## src/rtl/tc_mul_pipe_su.sv

```systemverilog
// Pipelined signed x unsigned multiplier with ready/valid flow control and a sideband tag.
// Define TC_MUL_SAT_EN to saturate dout on overflow instead of wrapping.
module tc_mul_pipe_su #(
  parameter int A_W    = 18,
  parameter int B_W    = 10,
  parameter int SHIFT  = 0,
  parameter int DOUT_W = 28,
  parameter int STAGES = 3,
  parameter int TAG_W  = 8
) (
  input  logic              ap_clk,
  input  logic              ap_rst,
  input  logic              in_valid,
  output logic              in_ready,
  input  logic [A_W-1:0]    din0,
  input  logic [B_W-1:0]    din1,
  input  logic [TAG_W-1:0]  in_tag,
  output logic              out_valid,
  input  logic              out_ready,
  output logic [DOUT_W-1:0] dout,
  output logic [TAG_W-1:0]  out_tag,
  output logic              dout_ovf
);

  localparam int P_W = A_W + B_W;

`ifdef TC_MUL_SAT_EN
  localparam logic [DOUT_W-1:0] SAT_MIN = DOUT_W'(1'b1) << (DOUT_W - 1);
  localparam logic [DOUT_W-1:0] SAT_MAX = ~SAT_MIN;
`endif

  // Value fits the signed DOUT_W range when every bit above the new sign bit matches it.
  function automatic logic fits_dout(input logic [P_W-1:0] s);
    logic [P_W-DOUT_W:0] top;
    top = s[P_W-1:DOUT_W-1];
    return (top == '0) || (top == '1);
  endfunction

  logic signed [P_W-1:0] a_ext_s;
  logic signed [P_W-1:0] b_ext_s;
  logic signed [P_W-1:0] prod_s;
  logic signed [P_W-1:0] shr_s;
  logic                  ovf_s;
  logic [DOUT_W-1:0]     res_s;

  logic [STAGES:1]       v_r;
  logic [STAGES:1]       ovf_r;
  logic [STAGES:1]       adv_s;
  logic [DOUT_W-1:0]     dout_r [1:STAGES];
  logic [TAG_W-1:0]      tag_r  [1:STAGES];

  // Full-width product, shift and output narrowing; registers behind it are retiming-friendly.
  always_comb begin
    a_ext_s = {{B_W{din0[A_W-1]}}, din0};
    b_ext_s = {{A_W{1'b0}}, din1};
    prod_s  = a_ext_s * b_ext_s;
    shr_s   = prod_s >>> SHIFT;
    ovf_s   = !fits_dout(shr_s);
`ifdef TC_MUL_SAT_EN
    if (ovf_s) begin
      res_s = shr_s[P_W-1] ? SAT_MIN : SAT_MAX;
    end else begin
      res_s = shr_s[DOUT_W-1:0];
    end
`else
    res_s = shr_s[DOUT_W-1:0];
`endif
  end

  // A stage may advance if it or any stage after it is a bubble, or the consumer takes the head.
  always_comb begin : adv_chain
    logic open_s;
    open_s = out_ready;
    adv_s  = '0;
    for (int k = STAGES; k >= 1; k--) begin
      open_s   = open_s || !v_r[k];
      adv_s[k] = open_s;
    end
  end

  // Stage registers: valid always follows on advance, payload only moves with a real beat.
  always_ff @(posedge ap_clk or posedge ap_rst) begin
    if (ap_rst) begin
      v_r   <= '0;
      ovf_r <= '0;
      for (int k = 1; k <= STAGES; k++) begin
        dout_r[k] <= '0;
        tag_r[k]  <= '0;
      end
    end else begin
      if (adv_s[1]) begin
        v_r[1] <= in_valid;
        if (in_valid) begin
          dout_r[1] <= res_s;
          tag_r[1]  <= in_tag;
          ovf_r[1]  <= ovf_s;
        end
      end
      for (int k = 2; k <= STAGES; k++) begin
        if (adv_s[k]) begin
          v_r[k] <= v_r[k-1];
          if (v_r[k-1]) begin
            dout_r[k] <= dout_r[k-1];
            tag_r[k]  <= tag_r[k-1];
            ovf_r[k]  <= ovf_r[k-1];
          end
        end
      end
    end
  end

  assign in_ready  = adv_s[1];
  assign out_valid = v_r[STAGES];
  assign dout      = dout_r[STAGES];
  assign out_tag   = tag_r[STAGES];
  assign dout_ovf  = ovf_r[STAGES];

endmodule

```

## config.mk

```make
export PLATFORM = sky130hd
export DESIGN_NAME = tc_mul_pipe_su
export DESIGN_NICKNAME = d
export VERILOG_FILES = /design/src/rtl/tc_mul_pipe_su.sv
export SDC_FILE = /design/constraint.sdc
export NUM_CORES = 1
export LEC_CHECK = 0
export BUFFER_PORTS_ARGS = -buffer_cell sky130_fd_sc_hd__buf_2
export CAP_MARGIN = 20
export CORE_ASPECT_RATIO = 0.75
export CORE_MARGIN = 8
export CORE_UTILIZATION = 55
export CTS_CLUSTER_DIAMETER = 120
export CTS_CLUSTER_SIZE = 25
export DETAILED_ROUTE_END_ITERATION = 12
export GPL_TIMING_DRIVEN = 0
export PLACE_DENSITY_LB_ADDON = 0.12
export SKIP_LAST_GASP = 1
export SLEW_MARGIN = 20
export SYNTH_ARGS = -nofsm -noshare
export SYNTH_HDL_FRONTEND = slang
export SYNTH_SLANG_ARGS = --single-unit
```

## constraint.sdc

```tcl
create_clock -name ap_clk -period 5.9 [get_ports ap_clk]
set_input_delay 0.59 -clock ap_clk [delete_from_list [all_inputs] [get_ports ap_clk]]
set_output_delay 0.59 -clock ap_clk [all_outputs]
set_load 0.02 [all_outputs]
```

==> out/qor.yml <==
outcome:
  status: "complete, no violations"
worst_setup_path:
  critPathMaxStageDelay_ps: 570
  critPathSlowestCell: "fa_1"
  arrival_ps: 5840
  cp_max_fo: 10
  cpMostUsedCell: "fa_1"
  crit_chain: "clkbuf_2 -> buf_2 -> nand2_1 -> fa_1 -> inv_1 -> fa_1 -> fa_1 -> fa_1 -> inv_1 -> fa_1 -> inv_1 -> ha_1 -> a21oi_1 -> nor2_1 -> a211oi_1 -> nand3_1 -> a21oi_4 -> a2111oi_0 -> a221o_1"
  crit_type: "primary input to register"
  endpoint_kind: "register"
  cp_num_buf_inv: 5
  reg2reg_slack_ps: 3700
  crit_required_ps: 6120
  critPathTopFamily: "adder cells"
  worst_setup_path_start_kind: "primary input"
logic_synthesis:
  synthArstFlopShare: 1.00
  yosysMostFrequentCell: "inv_1"
  synth_warnings: 0
  synthTopCellsByArea: "fa_1 29%, dfrtp_1 25%, mux2_2 7.5%, ha_1 7.1%, inv_1 6.9%"
  synth_fp_nets: 1361
  yosysTopAreaCell: "fa_1"
  synth-seq-cells: 111
  synth_fa_ha_area_frac: 0.359
  synth_top_area_share: 0.288
  synth_xor_area_frac: 0.0188
  synth_edf_count: 0
  synth_compound_area_frac: 0.0528
  synth_commonest_cells: "201 x inv_1, 169 x nand2_1, 158 x fa_1"
  synth.area.mux_share: 0.0759
  yosysUniqueCellTypes: 52
  synthSimpleGateAreaFrac: 0.129
  seq_area_frac_synth: 0.253
  synth_area_per_cell_um2: 9.96
  synthCells: 1101
  synth_top_family_by_area: "adder cells"
  synth-main-ff-cell: "dfrtp_1"
  netlist_area_mm2: 0.0110
global_route:
  grt_pass1_wl_um: 37500
  grt.overflow.total: 0
  track_usage: 0.186
  grt_max_degree: 68
  antenna_found_initial: 0
  grt_pass1_vias: 7696
timing:
  setup_viol: 0
  worstMarginPinSlew_ps: 644
  fin_ws_ps: 275
  drv_slew: 0
  clock_skew_ps: 6.26
  timing.setup.tns_ps: 0
  rsz0062_at_grt: "false"
  hold_viol: 0
  fmax_ghz: 0.178
  period_needed_ps: 5620
  slew_headroom: 0.571
  min_period_over_period: 0.953
  whs_ps: 260
cts:
  cts_buffers: 9
  cts_sinks: 111
  clk_pin_slew_worst_paths_ps: 70
  hold_buffers: 0
  postCtsSetupRepairBufs: 0
  h-tree-depth: 3
  clock_latency_ps: 340
  clockRootBuffer: "clkbuf_16"
  cts_buffer_depth: 2
  cts_tree: "done"
run:
  maxCapViolations: 0
placed_design:
  dp_slack_ps: -595
  place.gp.congestion: 0.848
  io_buffers: 54
  dp_hpwl_um: 18200
floorplan:
  die_w_um: 179
  initial_core_util: 0.564
  boundaryPins: 79
  rows: 44
  dieArea_mm2: 0.0248
  die_y_um: 138
  core_mm2: 0.0194
finish:
  antenna_cells: 0
  layout-drive-gt1-share: 0.168
  fin_nets: 1427
  final_util: 0.611
  area_growth_pct: 8.34
routing:
  wl_per_cell_um: 15.3
  drc: 0
  ant_nets: 0
  wirelength_um: 21700
  via_count: 7335
  drt_iter0_drc: 350
  vias_per_cell: 5.15
  drt-pass1-iter-count: 5
power:
  p_leak_nw: 6.02
  ir_worst_vdd_mv: 0.470
  power_density_mw_per_mm2: 526
hold_path:
  min_path_type: "primary input to async pin"
worst paths after layout:
| check | from | to | depth (start not counted) |
|---|---|---|---|
| max | din1[5] | dout_r[80] | 19 |
| min | ap_rst | dout[27] | 2 |
| max reg2reg | v_r[3] | dout_r[60] | 5 |
| min reg2reg | dout_r[57] | dout_r[57] | 2 |
| max in group asynchronous | ap_rst | dout[12] | 3 |
| min in group ap_clk | in_tag[2] | tag_r[18] | 3 |
cell type report:
cell class | instances | area [um2]
clock inverters | 3 | 20.0
clock buffers | 11 | 253
fillers | 1723 | 7550
plain buffers | 85 | 473
flip-flops and latches | 111 | 2780
repair buffers | 55 | 298
inverters | 201 | 759
well taps | 253 | 317
multi-input cells | 704 | 6980
cells in the final DEF (no fill, tap or decap), types with 4 or more instances in the layout:
cell type,count
ha_1,62
buf_4,37
nor2_1,21
a21o_1,6
dfrtp_1,111
o21ai_0,28
fa_1,158
a21oi_1,20
clkbuf_1,34
nand3_1,6
inv_1,200
nand2_1,169
xor2_1,12
mux2_2,73
nand4_1,4
nand2b_1,7
xnor2_1,9
and2_1,83
clkbuf_2,11
buf_2,55
clkbuf_16,9
routing by layer:
| metal | routed length [um] | up-vias | track usage |
|---|---|---|---|
| li1 | - | 3455 | - |
| met1 | 9750 | 3731 | 0.272 |
| met2 | 10500 | 130 | 0.297 |
| met3 | 1290 | 19 | 0.0269 |
| met4 | 145 | 0 | 0.0243 |
| met5 | 0 | - | 0 |
power by group:
group	switching [W]	total (W)	internal [W]	leakage [nW]
combinational	0.00247	0.00444	0.00198	4.54
sequential	0.000154	0.00125	0.00109	1.35
clock	0.000254	0.000558	0.000304	0.129
total	0.00287	0.00625	0.00338	6.02
through the flow:
stage	total power, W	cell area, um2	instances
finish	0.00625	11900	1423
global route	0.00695	11900	1423
CTS	0.00632	11900	1423
detailed placement	0.00574	11600	1409
global placement	0.00565	11600	1408
floorplan	0.00479	11000	1101
flip-flops by register name, indices dropped and copies added, names as in the netlist:
register and cells:
dout 28, dout_r 56, out_tag 8, tag_r 16, v_r 3
timing repair:
item | CTS | global route
endpoints found under the setup margin | 8 | 10
gates resized for setup | 7 | 12
hold endpoints to repair | 0 | 0
pin swaps | 0 | 0
gates cloned | 0 | 0
kinds of logic after synthesis:
kind of cell / after synthesis
AOI/OAI and AO/OA: 85
xor gates and xnor gates: 22
adders and majority gates: 220
buffers and inverters: 286
DFF: 111
muxes: 74
other: 1
and+or+nand+nor: 302
Note: power is estimated with default switching activity, not from simulation.
